File: src/rtl/sr_pkg.sv
// Shared definitions for the LED shift-register serializer: widths, FSM
// encoding and the legal HALF_PERIOD range.
package sr_pkg;

  localparam int SR_NBITS = 8;
  localparam int SR_BIT_W = 3;
  localparam int HP_MIN   = 1;
  localparam int HP_MAX   = 255;

  typedef enum logic [1:0] {
    IDLE     = 2'd0,
    SHIFT_LO = 2'd1,
    SHIFT_HI = 2'd2,
    LATCH    = 2'd3
  } sr_state_e;

  // Out-of-range HALF_PERIOD values are clamped so the timer stays well defined.
  function automatic logic [7:0] hp_reload(int hp);
    int c;
    c = (hp < HP_MIN) ? HP_MIN : ((hp > HP_MAX) ? HP_MAX : hp);
    return 8'(c - 1);
  endfunction

endpackage

File: src/rtl/sr_phase_timer.sv
// Reloadable down-counter; expired is high once the count reaches zero, so a
// phase loaded with RELOAD lasts RELOAD+1 cycles.
module sr_phase_timer
  import sr_pkg::*;
#(
  parameter logic [7:0] RELOAD = 8'd3
) (
  input  logic clk,
  input  logic rst,
  input  logic load,
  output logic expired
);

  logic [7:0] cnt_q;
  logic [7:0] cnt_d;

  always_comb begin
    cnt_d = cnt_q;
    if (load) begin
      cnt_d = RELOAD;
    end else if (cnt_q != 8'd0) begin
      cnt_d = cnt_q - 8'd1;
    end
  end

  always_ff @(posedge clk) begin
    if (rst) cnt_q <= 8'd0;
    else     cnt_q <= cnt_d;
  end

  assign expired = (cnt_q == 8'd0);

endmodule

File: src/rtl/sr_serializer.sv
// Serializes an 8-bit LED pattern MSB first to an external shift register.
// Optional SR_SKIP_DUP_EN: a repeat of the last transferred value is consumed silently.
module sr_serializer
  import sr_pkg::*;
#(
  parameter int HALF_PERIOD = 4
) (
  input  logic       clk,
  input  logic       rst,
  input  logic [7:0] sr_val,
  input  logic       sr_go,
  output logic       sr_rdy,
  output logic       sr_data,
  output logic       sr_clk,
  output logic       sr_latch
);

  sr_state_e             state_q, state_d;
  logic [SR_NBITS-1:0]   shift_q, shift_d;
  logic [SR_BIT_W-1:0]   bit_q, bit_d;
  logic                  rdy_q, rdy_d;
  logic                  data_q, data_d;
  logic                  sclk_q, sclk_d;
  logic                  latch_q, latch_d;
  logic                  start;
  logic                  timer_load;
  logic                  expired;
`ifdef SR_SKIP_DUP_EN
  logic [SR_NBITS-1:0]   last_val_q, last_val_d;
  logic                  last_valid_q, last_valid_d;
`endif

  sr_phase_timer #(
    .RELOAD (hp_reload(HALF_PERIOD))
  ) u_timer (
    .clk     (clk),
    .rst     (rst),
    .load    (timer_load),
    .expired (expired)
  );

  always_comb begin
    state_d = state_q;
    shift_d = shift_q;
    bit_d   = bit_q;
    start   = 1'b0;
`ifdef SR_SKIP_DUP_EN
    last_val_d   = last_val_q;
    last_valid_d = last_valid_q;
`endif
    unique case (state_q)
      IDLE: begin
        if (sr_go && rdy_q) begin
`ifdef SR_SKIP_DUP_EN
          if (!(last_valid_q && (sr_val == last_val_q))) begin
            start        = 1'b1;
            last_val_d   = sr_val;
            last_valid_d = 1'b1;
          end
`else
          start = 1'b1;
`endif
        end
        if (start) begin
          state_d = SHIFT_LO;
          shift_d = sr_val;
          bit_d   = SR_BIT_W'(SR_NBITS - 1);
        end
      end
      SHIFT_LO: if (expired) state_d = SHIFT_HI;
      SHIFT_HI: begin
        if (expired) begin
          if (bit_q == '0) begin
            state_d = LATCH;
          end else begin
            shift_d = {shift_q[SR_NBITS-2:0], 1'b0};
            bit_d   = bit_q - 1'b1;
            state_d = SHIFT_LO;
          end
        end
      end
      LATCH: if (expired) state_d = IDLE;
    endcase

    // Every state change restarts the phase timer.
    timer_load = (state_d != state_q);
    rdy_d      = (state_d == IDLE);
    sclk_d     = (state_d == SHIFT_HI);
    latch_d    = (state_d == LATCH);
    data_d     = shift_d[SR_NBITS-1];
  end

  always_ff @(posedge clk) begin
    if (rst) begin
      state_q      <= IDLE;
      shift_q      <= '0;
      bit_q        <= '0;
      rdy_q        <= 1'b0;
      data_q       <= 1'b0;
      sclk_q       <= 1'b0;
      latch_q      <= 1'b0;
`ifdef SR_SKIP_DUP_EN
      last_val_q   <= '0;
      last_valid_q <= 1'b0;
`endif
    end else begin
      state_q      <= state_d;
      shift_q      <= shift_d;
      bit_q        <= bit_d;
      rdy_q        <= rdy_d;
      data_q       <= data_d;
      sclk_q       <= sclk_d;
      latch_q      <= latch_d;
`ifdef SR_SKIP_DUP_EN
      last_val_q   <= last_val_d;
      last_valid_q <= last_valid_d;
`endif
    end
  end

  assign sr_rdy   = rdy_q;
  assign sr_data  = data_q;
  assign sr_clk   = sclk_q;
  assign sr_latch = latch_q;

endmodule

File: config.mk
export PLATFORM = sky130hd
export DESIGN_NAME = sr_serializer
export DESIGN_NICKNAME = d
export VERILOG_FILES = /design/src/rtl/sr_pkg.sv /design/src/rtl/sr_phase_timer.sv /design/src/rtl/sr_serializer.sv
export SDC_FILE = /design/constraint.sdc
export NUM_CORES = 1
export LEC_CHECK = 0
export ABC_CLOCK_PERIOD_IN_PS = 2930
export BUFFER_PORTS_ARGS = -buffer_cell sky130_fd_sc_hd__buf_2
export CAP_MARGIN = 20
export CORE_MARGIN = 2
export CORE_UTILIZATION = 58
export CTS_BUF_LIST = sky130_fd_sc_hd__clkbuf_8
export DETAILED_ROUTE_END_ITERATION = 10
export PLACE_DENSITY = 0.88
export SLEW_MARGIN = 15
export SYNTH_ARGS = -nofsm -noshare
export SYNTH_HDL_FRONTEND = slang
export SYNTH_SLANG_ARGS = --single-unit
File: constraint.sdc
create_clock -name clk -period 2.93 [get_ports clk]
set_clock_uncertainty 0.2 [all_clocks]
set_input_delay 0.1465 -clock clk [delete_from_list [all_inputs] [get_ports clk]]
set_output_delay 0.1465 -clock clk [all_outputs]
set_load 0.01 [all_outputs]
==> impl_results.md, run 1 <==
- Placed insts: 161
- Syn_nets: 140
- Sum Neg Setup Slack: 0 ns
- Simple-gate share of the synthesized area: 16.3%
- Worst skew pair latency: 0.27 ns
- Die height: 48.7 um
- Fraction of layout instances using a drive strength above 1: 18.1%
- Finished Layout Cells: 165
- Largest net degree at the start of global routing: 23
- Total Routed Length: 2.22 mm
- Max-cap violations: 0
- F_max: 434 MHz
- Commonest cells after routing, fill and taps aside: dfxtp_1 (24), a21oi_1 (18), buf_2 (14)
- TritonCTS Buffers: 3
- Sequential element share of the synthesized area: 41.4%
- Total track usage: 20.0%
- Fill count: 162
- Post-synth top area share: 41.4%
- CTS tree: yes
- Leakage power: 0.000496 uW
- Area after DPL: 1230 sq um
- Mapped Cells: 125
- Status: finished, final reports clean
- Router iterations before antenna repair: 4
- Num rows: 16
- Syn_area_per_cell: 9.29 sq um
- Area Growth Syn to Fin: 12.5%
- Adder-cell share of the synthesized area: 4.31%
- Crit path max fanout: 17
- Critical Path Start: u_timer.cnt_q[0]
- Clk slew on worst S/H paths: 0.09 ns
- Clk root buf: clkbuf_8
- H-tree depth: 1
- Min-delay src: sr_val[5]
- Crit-path slowest cell: or3b_2
- Final Setup Violations: 0
- Antenna Nets Post-Route: 0
- RSZ-0062 raised after global routing: false
- Synthesized flop and latch total: 24
- Netlist cell types: 33
- Initial DRC count: 29
- Hold_buf cts: 0
- I/O pin total: 15
- Worst min-delay path category: input port to flop
- Initial antenna violation count: 0
- Synth Area in Compound Gates: 22.4%
- Required @ worst endpoint: 2.91 ns
- Final Cycle Share: 78.7%
- Setup Buffers After CTS: 0
- N_diodes: 0
- Post-synth top area cell: dfxtp_1
- Hold Violations, Final: 0
- Multiplexer share of the synthesized area: 6.03%
- Ranking of synthesized cells by area: dfxtp_1 (41%), a21oi_1 (7.8%), a311oi_1 (6.0%)
- Routed len/inst: 13.5 um
- Initial Util: 60.4%
- Worst-margin pin slew: 0.708 ns
- Worst slew margin: 52.4%
- Routability cong.: 0.846
- DP Wirelength: 1.52 mm
- First-pass GRT wire length: 3.73 mm
- DR vias/cell: 5.87
- Worst Setup End Kind: flop
- Resize count post-CTS: 0
- Startpoint Class: flop
- Total number of vias: 969
- Die span in x: 48.7 um
- Slowest Stage Delay on Critical Path: 0.50 ns
- Cell area after synthesis: 1160 sq um
- Max Slew Vio Count: 0
- Worst R2R Start: u_timer.cnt_q[0]
- GRT overflow: 0
- YS warnings: 0
- Synth Area in XOR/XNOR: 3.77%
- Num Clock Sinks: 24
- Largest family of logic cells by synthesized area: compound AO/OA/AOI/OAI gates
- Total core area: 1920 sq um
- DRC errors left: 0
- Min Tclk post-route: 2.31 ns
- Critical path arrival: 2.29 ns
- PortBufs: 14
- Worst path cell trace: inv_1 > ha_1 > or3b_2 > o41ai_4 > buf_4 > a21oi_1 > a311oi_2
- Final Cell Area: 1310 sq um
- Die area: 2380 sq um
- Fin nets: 154
- CP Class: flop to flop
- Bufs on Longest Clock Path: 2
- Most common cell after layout, fill and taps aside: dfxtp_1
- Vias in the first global route: 832
- PD cells: 1020 nW/um^2
- VDD IR max: 0.000663 V
routing by layer:
| metal | global-route usage [%] | vias to the layer above | wire length (um) |
|---|---|---|---|
| li1 | - | 486 | - |
| met1 | 26.5 | 468 | 1040 |
| met2 | 32.0 | 12 | 1090 |
| met3 | 6.48 | 3 | 81 |
| met4 | 4.29 | 0 | 10 |
| met5 | 0 | - | 0 |
synth_stat cells, drive strengths merged:
cell / number
inv: 6
nor2: 10
xor2: 2
nand2: 7
nand2b: 3
nor4: 2
nor3: 4
nor2b: 1
nand3: 2
a211oi: 4
mux2i: 7
a31oi: 1
or4: 2
xnor2: 3
o31ai: 1
a21oi: 18
or3b: 1
dfxtp: 24
nor3b: 2
nand4: 1
buf: 4
clkbuf: 3
nand3b: 1
a311oi: 9
o41ai: 1
a2bb2oi: 1
o21ai: 1
ha: 4
power breakdown:
group | internal, uW | switching, uW | leakage [uW]
combinational | 236 | 304 | 0.000263
clock | 183 | 106 | 0.0000357
sequential | 413 | 90.3 | 0.000197
total | 832 | 500 | 0.000496
stage by stage:
stage,util (%),setup slack [ns],hold slack (ns),power (uW)
3_3_place_gp,64.3,0.725,0.253,1020
6_report,68.0,0.625,0.0178,1330
5_1_grt,68.0,0.515,0.0181,1440
4_1_cts,68.0,0.621,0.0194,1330
2_1_floorplan,-,0.696,0.190,946
3_5_place_dp,64.3,0.666,0.273,1040
final cells by class:
type / count / area [sq um] / share of cell area [%]
inverters: 6 / 22.5 / 1.72
clock inverters: 1 / 30.0 / 2.30
multi-input cells: 88 / 613 / 46.9
clock buffers: 3 / 41.3 / 3.16
repair buffers: 16 / 85.1 / 6.51
well taps: 27 / 33.8 / 2.59
flip-flops and latches: 24 / 480 / 36.8
state kept, by name, indices dropped and copies added (netlist names):
name           cells
u_timer.cnt_q      8
sr_latch           1
shift_q            8
bit_q              3
sr_clk             1
state_q            2
sr_rdy             1
worst max-delay path: cells and delay by family, from the launching register on:
kind / cells / cell delay, ns
compound gates: 3 / 0.67
simple gates: 1 / 0.50
buf+inv: 2 / 0.34
flops: 1 / 0.35
fa+ha+maj: 1 / 0.15
worst paths after layout:
path              depth (start not counted)          to  slack, ns
hold / removal                            3  shift_q[5]       0.02
hold reg to reg                           1    bit_q[0]       0.29
setup reg to reg                          7  shift_q[6]       0.62
setup / recovery                          7  shift_q[6]       0.62
kinds of logic after synthesis:
group	Yosys count
AO/OA/AOI/OAI	36
XOR/XNOR	5
adder cells (fa/ha/maj)	4
buffers and inverters	13
flip-flops	24
multiplexers	7
AND/OR/NAND/NOR	36
(Power assumes the default switching activity.)
==> inputs of run 2 (changes only) <==
--- a/config.mk
+++ b/config.mk
@@ -5,7 +5,7 @@
 export SDC_FILE = /design/constraint.sdc
 export NUM_CORES = 1
 export LEC_CHECK = 0
-export ABC_CLOCK_PERIOD_IN_PS = 2930
+export ABC_CLOCK_PERIOD_IN_PS = 2300
 export BUFFER_PORTS_ARGS = -buffer_cell sky130_fd_sc_hd__buf_2
 export CAP_MARGIN = 20
 export CORE_MARGIN = 2
==> constraint.sdc (replaced) <==
create_clock -name clk -period 2.3 [get_ports clk]
set_clock_uncertainty 0.2 [all_clocks]
set_input_delay 0.115 -clock clk [delete_from_list [all_inputs] [get_ports clk]]
set_output_delay 0.115 -clock clk [all_outputs]
set_load 0.01 [all_outputs]
==> run 2 against run 1 <==
The flow now finishes with violations (setup timing). First-iteration DRC count is 10% higher. Die area stayed put. Combinational power is 69% higher. Critical path type unchanged. Largest cell class unchanged. Via count is 12% higher. Count of clock-buffer cells in the layout stayed put. Sequential power is 26% higher. Non-clock buffer count is 8 higher.
==> impl_results.md, run 2 (synthesis results as in run 1) <==
- Routability cong.: 0.870 (+2.8%)
- Most common cell after layout, fill and taps aside: dfxtp_1
- F_max: 424 MHz (-2.2%)
- Routed len/inst: 17.0 um (+26%)
- Post-layout util: 74.5% (+6.6 points)
- Total core area: 1920 sq um (unchanged)
- Clk slew on worst S/H paths: 0.09 ns (about the same)
- Worst Hold End: shift_q[4]
- Final worst slack: -0.0582 ns (-0.683 ns)
- Antenna Nets Post-Route: 0 (unchanged)
- PD cells: 1340 nW/um^2 (+32%)
- Initial antenna violation count: 0 (unchanged)
- Largest net degree at the start of global routing: 23 (unchanged)
- Place WS: 0.0224 ns (-0.643 ns)
- Clk root buf: clkbuf_8
- GRT overflow: 0 (unchanged)
- DR vias/cell: 6.26 (+6.6%)
- Worst R2R Start: u_timer.cnt_q[1]
- Fraction of layout instances using a drive strength above 1: 24.7% (+6.5 points)
- Worst Setup End Kind: flop
- Bufs on Longest Clock Path: 2 (unchanged)
- Worst R2R Setup Slack: -0.06 ns (-0.68 ns)
- Total track usage: 22.5% (+2.5 points)
- TritonCTS Buffers: 3 (unchanged)
- CTS tree: yes
- H-tree depth: 1 (unchanged)
- Required @ worst endpoint: 2.27 ns (-0.64 ns)
- Fin nets: 162 (+5.2%)
- Startpoint Class: flop
- Critical path arrival: 2.33 ns (+0.04 ns)
- Worst slew margin: 59.5% (+7.1 points)
- Final Cycle Share: 103% (+24 points)
- DP Wirelength: 1.57 mm (+3.2%)
- Commonest cells after routing, fill and taps aside: dfxtp_1 (23), a21oi_1 (18), buf_2 (14)
- Initial Util: 60.4% (unchanged)
- VDD IR max: 0.000822 V (+24%)
- Total Routed Length: 2.95 mm (+32%)
- CP Class: flop to flop
- Num rows: 16 (unchanged)
- Hold depth: 3 (unchanged)
- Min-delay src: sr_val[4]
- Initial DRC count: 32 (+10%)
- Vias in the first global route: 939 (+13%)
- Max Slew Vio Count: 0 (unchanged)
- Die area: 2380 sq um (unchanged)
- Failing checks: setup timing
- Leakage power: 0.000557 uW (+12%)
- Status: finished, violations left
- Num Clock Sinks: 24 (unchanged)
- Worst skew pair latency: 0.27 ns (about the same)
- Die span in x: 48.7 um (unchanged)
- N_diodes: 0 (unchanged)
- Final Setup Violations: 2 (+2)
- Crit path max fanout: 5 (-12)
- Worst min-delay path category: input port to flop
- Hold Violations, Final: 0 (unchanged)
- Fill count: 141 (-13%)
- Die height: 48.7 um (unchanged)
- Area Growth Syn to Fin: 23.4%
- Largest registers: shift_q (8), u_timer.cnt_q (8), bit_q (3)
- Reg2reg end: shift_q[5]
- Worst-margin pin slew: 0.607 ns (-0.101 ns)
- Worst R2R Path Depth: 8 (+1)
- I/O pin total: 15 (unchanged)
- DRC errors left: 0 (unchanged)
- First-pass GRT wire length: 4.20 mm (+13%)
- Total number of vias: 1083 (+12%)
- PortBufs: 14 (unchanged)
- Min Tclk post-route: 2.36 ns (+0.0528 ns)
- Max-cap violations: 0 (unchanged)
- Router iterations before antenna repair: 4 (unchanged)
==> run 2: critical path, cell delays in order, from the launching register on <==
cell and delay, ns:
dfxtp_2 0.35, inv_2 0.10, ha_4 0.14, or3b_4 0.41
o41ai_4 0.34, buf_4 0.21, buf_12 0.11, a21oi_1 0.07
a311oi_1 0.32
==> run 2: where the power goes <==
part | internal, uW | total, uW | switching, uW
clock network | 233 | 374 | 141
registers | 529 | 637 | 109
logic | 411 | 910 | 499
total | 1170 | 1920 | 749
==> run 2: timing repair <==
action / CTS / global route
endpoints found under the hold margin: 1 / 0
resized for setup: 0 / 6
buffers inserted: 0 / 1
setup endpoints to repair: 1 / 10
hold buffers: 1 / 0
pin swaps: 1 / 5
cloned: 0 / 2
==> run 2: how the worst max path moves through the flow <==
| stage | start | endpoint | slack (ns) | cells after the start |
|---|---|---|---|---|
| floorplan | u_timer.cnt_q[0] | shift_q[6] | 0.07 | 7 |
| global placement | u_timer.cnt_q[1] | shift_q[1] | 0.13 | 7 |
| detailed placement | u_timer.cnt_q[1] | shift_q[1] | 0.02 | 7 |
| CTS | u_timer.cnt_q[1] | shift_q[1] | 0.01 | 7 |
| global route | u_timer.cnt_q[1] | shift_q[5] | -0.09 | 8 |
| finish | u_timer.cnt_q[1] | shift_q[5] | -0.06 | 8 |
==> run 2: layout make-up <==
| class | instances | area [sq um] | share of cell area, % |
|---|---|---|---|
| Clock buffer | 3 | 41.3 | 2.88 |
| Tap cell | 27 | 33.8 | 2.36 |
| Multi-Input combinational cell | 88 | 628 | 43.8 |
| Sequential cell | 24 | 482 | 33.6 |
| Clock inverter | 1 | 30.0 | 2.10 |
| Inverter | 6 | 22.5 | 1.57 |
| Timing Repair Buffer | 24 | 195 | 13.6 |
==> run 2: layer usage <==
layer,global-route usage (%),part of all wire [%],wire length (um),vias up
met1,29.8,44,1300,534
met5,0,0,0,-
li1,-,-,-,502
met2,38.4,50,1460,38
met4,5.71,2.3,68,0
met3,3.40,4.0,117,9
==> run 2: through the flow <==
stage	setup TNS [ns]	cells	power (uW)	instance area, sq um	hold slack [ns]
after global routing	-0.373	173	2030	1430	0.0228
after CTS	0	170	1790	1360	0.00267
final	-0.0663	173	1920	1430	0.00560
after global placement	0	165	1360	1280	0.253
after detailed placement	0	165	1400	1280	0.258
after floorplan	0	125	1210	1160	0.158
==> inputs of run 3 (changes only) <==
--- a/config.mk
+++ b/config.mk
@@ -12,6 +12,7 @@
 export CORE_UTILIZATION = 58
 export CTS_BUF_LIST = sky130_fd_sc_hd__clkbuf_8
 export DETAILED_ROUTE_END_ITERATION = 10
+export GPL_TIMING_DRIVEN = 0
 export PLACE_DENSITY = 0.88
 export SLEW_MARGIN = 15
 export SYNTH_ARGS = -nofsm -noshare
==> run 3 against run 2 <==
The flow still finishes with violations (setup timing). First-iteration DRC count rose by 44%. Combinational power fell by 7.4%. Final area fell by 2.5%. Clock power is essentially flat. Sequential cell count did not move. Setup slack improved by 0.055 ns. Worst hold slack lost 0.0036 ns. Routed wire length is 3.1% higher. Die area stayed put. Register-to-register slack gained 0.05 ns. Largest power group unchanged. Highest routed layer unchanged.
==> impl_results.md, run 3 (synthesis results as in run 1) <==
- Post-layout util: 72.7% (-1.9 points)
- Min-delay src: sr_val[5]
- Hold depth: 3 (unchanged)
- Worst Hold End: shift_q[5]
- Worst slew margin: 59.0% (-0.55 points)
- Total Routed Length: 3.04 mm (+3.1%)
- Required @ worst endpoint: 2.25 ns (-0.02 ns)
- DR vias/cell: 6.24 (-0.39%)
- Max Slew Vio Count: 0 (unchanged)
- PortBufs: 13 (-1)
- Startpoint Class: flop
- Worst-margin pin slew: 0.614 ns (+0.00756 ns)
- Area Growth Syn to Fin: 20.3%
- Critical Path Start: u_timer.cnt_q[0]
- Initial Util: 60.4% (unchanged)
- Bufs on Longest Clock Path: 2 (unchanged)
- Fin nets: 163 (+0.62%)
- H-tree depth: 1 (unchanged)
- Grt peak-use layer: met2
- Met1 Track Usage GR: 31.1% (+1.3 points)
- Critical path arrival: 2.25 ns (-0.08 ns)
- VDD IR max: 0.000849 V (+3.2%)
- Max-cap violations: 0 (unchanged)
- Leakage power: 0.000532 uW (-4.5%)
- Hold Violations, Final: 0 (unchanged)
- CTS tree: yes
- GRT overflow: 0 (unchanged)
- Final Cycle Share: 100% (-2.4 points)
- CP Class: flop to flop
- Antenna Nets Post-Route: 0 (unchanged)
- Num rows: 16 (unchanged)
- Area after DPL: 1260 sq um (-1.4%)
- Failing checks: setup timing
- Area of the multi-input gates: 629 sq um (+0.20%)
- Routability cong.: 0.805 (-7.5%)
- Total core area: 1920 sq um (unchanged)
- Clk slew on worst S/H paths: 0.09 ns (about the same)
- Initial antenna violation count: 0 (unchanged)
- F_max: 434 MHz (+2.4%)
- N_diodes: 0 (unchanged)
- Vias in the first global route: 992 (+5.6%)
- Total number of vias: 1085 (+0.18%)
- Worst R2R Start: u_timer.cnt_q[0]
- DP Wirelength: 1.86 mm (+19%)
- Fill count: 140 (-0.71%)
- Initial DRC count: 46 (+44%)
- Status: finished, violations left
- Commonest cells after routing, fill and taps aside: dfxtp_1 (23), a21oi_1 (18), buf_2 (14)
- Die height: 48.7 um (unchanged)
- Storage element area: 484 sq um (+0.52%)
- Worst Setup End Kind: flop
- Fraction of layout instances using a drive strength above 1: 24.5% (-0.17 points)
- I/O pin total: 15 (unchanged)
- Num Clock Sinks: 24 (unchanged)
- DRC errors left: 0 (unchanged)
- Final Setup Violations: 1 (-1)
- Place WS: -0.135 ns (-0.158 ns)
- Total track usage: 25.4% (+2.9 points)
- Reg2reg end: shift_q[4]
- Power Total: 1870 uW (-2.9%)
- Worst min-delay path category: input port to flop
- Worst R2R Path Depth: 7 (-1)
- Met3 Use GR: 3.70% (+0.31 points)
- Worst R2R Setup Slack: -0.004 ns (+0.05 ns)
- Router iterations before antenna repair: 5 (+1)
- Largest registers: shift_q (8), u_timer.cnt_q (8), bit_q (3)
- First-pass GRT wire length: 4.73 mm (+12%)
- Final worst slack: -0.00353 ns (+0.0546 ns)
- Final Cell Area: 1400 sq um (-2.5%)
- TritonCTS Buffers: 3 (unchanged)
- Die area: 2380 sq um (unchanged)
- Clk root buf: clkbuf_8
- Routed len/inst: 17.4 um (+2.5%)
- Crit path max fanout: 7 (+2)
- Sum Neg Setup Slack: -0.00353 ns (+0.0628 ns)
- Die span in x: 48.7 um (unchanged)
- Min Tclk post-route: 2.30 ns (-0.0546 ns)
- PD cells: 1340 nW/um^2 (-0.34%)
- Worst skew pair latency: 0.27 ns (about the same)
- Largest net degree at the start of global routing: 15 (-35%)
- Most common cell after layout, fill and taps aside: dfxtp_1
- Met2 Use GR: 44.1% (+5.7 points)
-- run 3: worst max-delay path by stage --
stage,endpoint,slack [ns],depth (start not counted)
after floorplan,shift_q[6],0.07,7
after global routing,shift_q[4],-0.04,7
after CTS,shift_q[6],0.01,8
final,shift_q[4],-0.004,7
after detailed placement,shift_q[6],-0.14,7
after global placement,shift_q[6],-0.08,7
-- run 3: layout make-up --
| class | instances | area share [%] |
|---|---|---|
| Multi-Input combinational cell | 88 | 45.1 |
| Sequential cell | 24 | 34.7 |
| Timing Repair Buffer | 18 | 7.62 |
| Buffer | 7 | 3.49 |
| Clock buffer | 3 | 2.96 |
| Tap cell | 27 | 2.42 |
| Clock inverter | 1 | 2.15 |
| Inverter | 6 | 1.61 |
-- run 3: per-stage QoR --
step / hold WS, ns / std cells
global placement: 0.251 / 165
global route: 0.00795 / 174
CTS: 0.00169 / 170
finish: 0.00203 / 174
floorplan: 0.158 / 125
detailed placement: 0.263 / 165
-- run 3: critical path, stage by stage, from the launching register on --
cell      delay, ns
dfxtp_4        0.37
inv_2          0.07
ha_2           0.19
or3b_4         0.41
o41ai_4        0.30
buf_6          0.17
a21oi_1        0.10
a311oi_1       0.37
-- run 3: metal layers --
layer,vias to the layer above,share of wire (%)
li1,500,-
met1,525,41
met2,44,50
met3,16,4.8
met4,0,3.8
met5,-,0
-- run 3: power breakdown --
part	internal [uW]	switching (uW)	total (uW)	leakage [uW]
logic	358	484	843	0.000299
clock network	233	138	371	0.0000357
registers	532	121	652	0.000198
total	1120	743	1870	0.000532
-- run 3: what timing repair did --
item / CTS / global route
pin swaps: 1 / 1
buffers inserted: 1 / 4
hold buffers: 0 / 0
gates resized for setup: 2 / 8
gates cloned: 0 / 0
setup endpoints to repair: 10 / 7
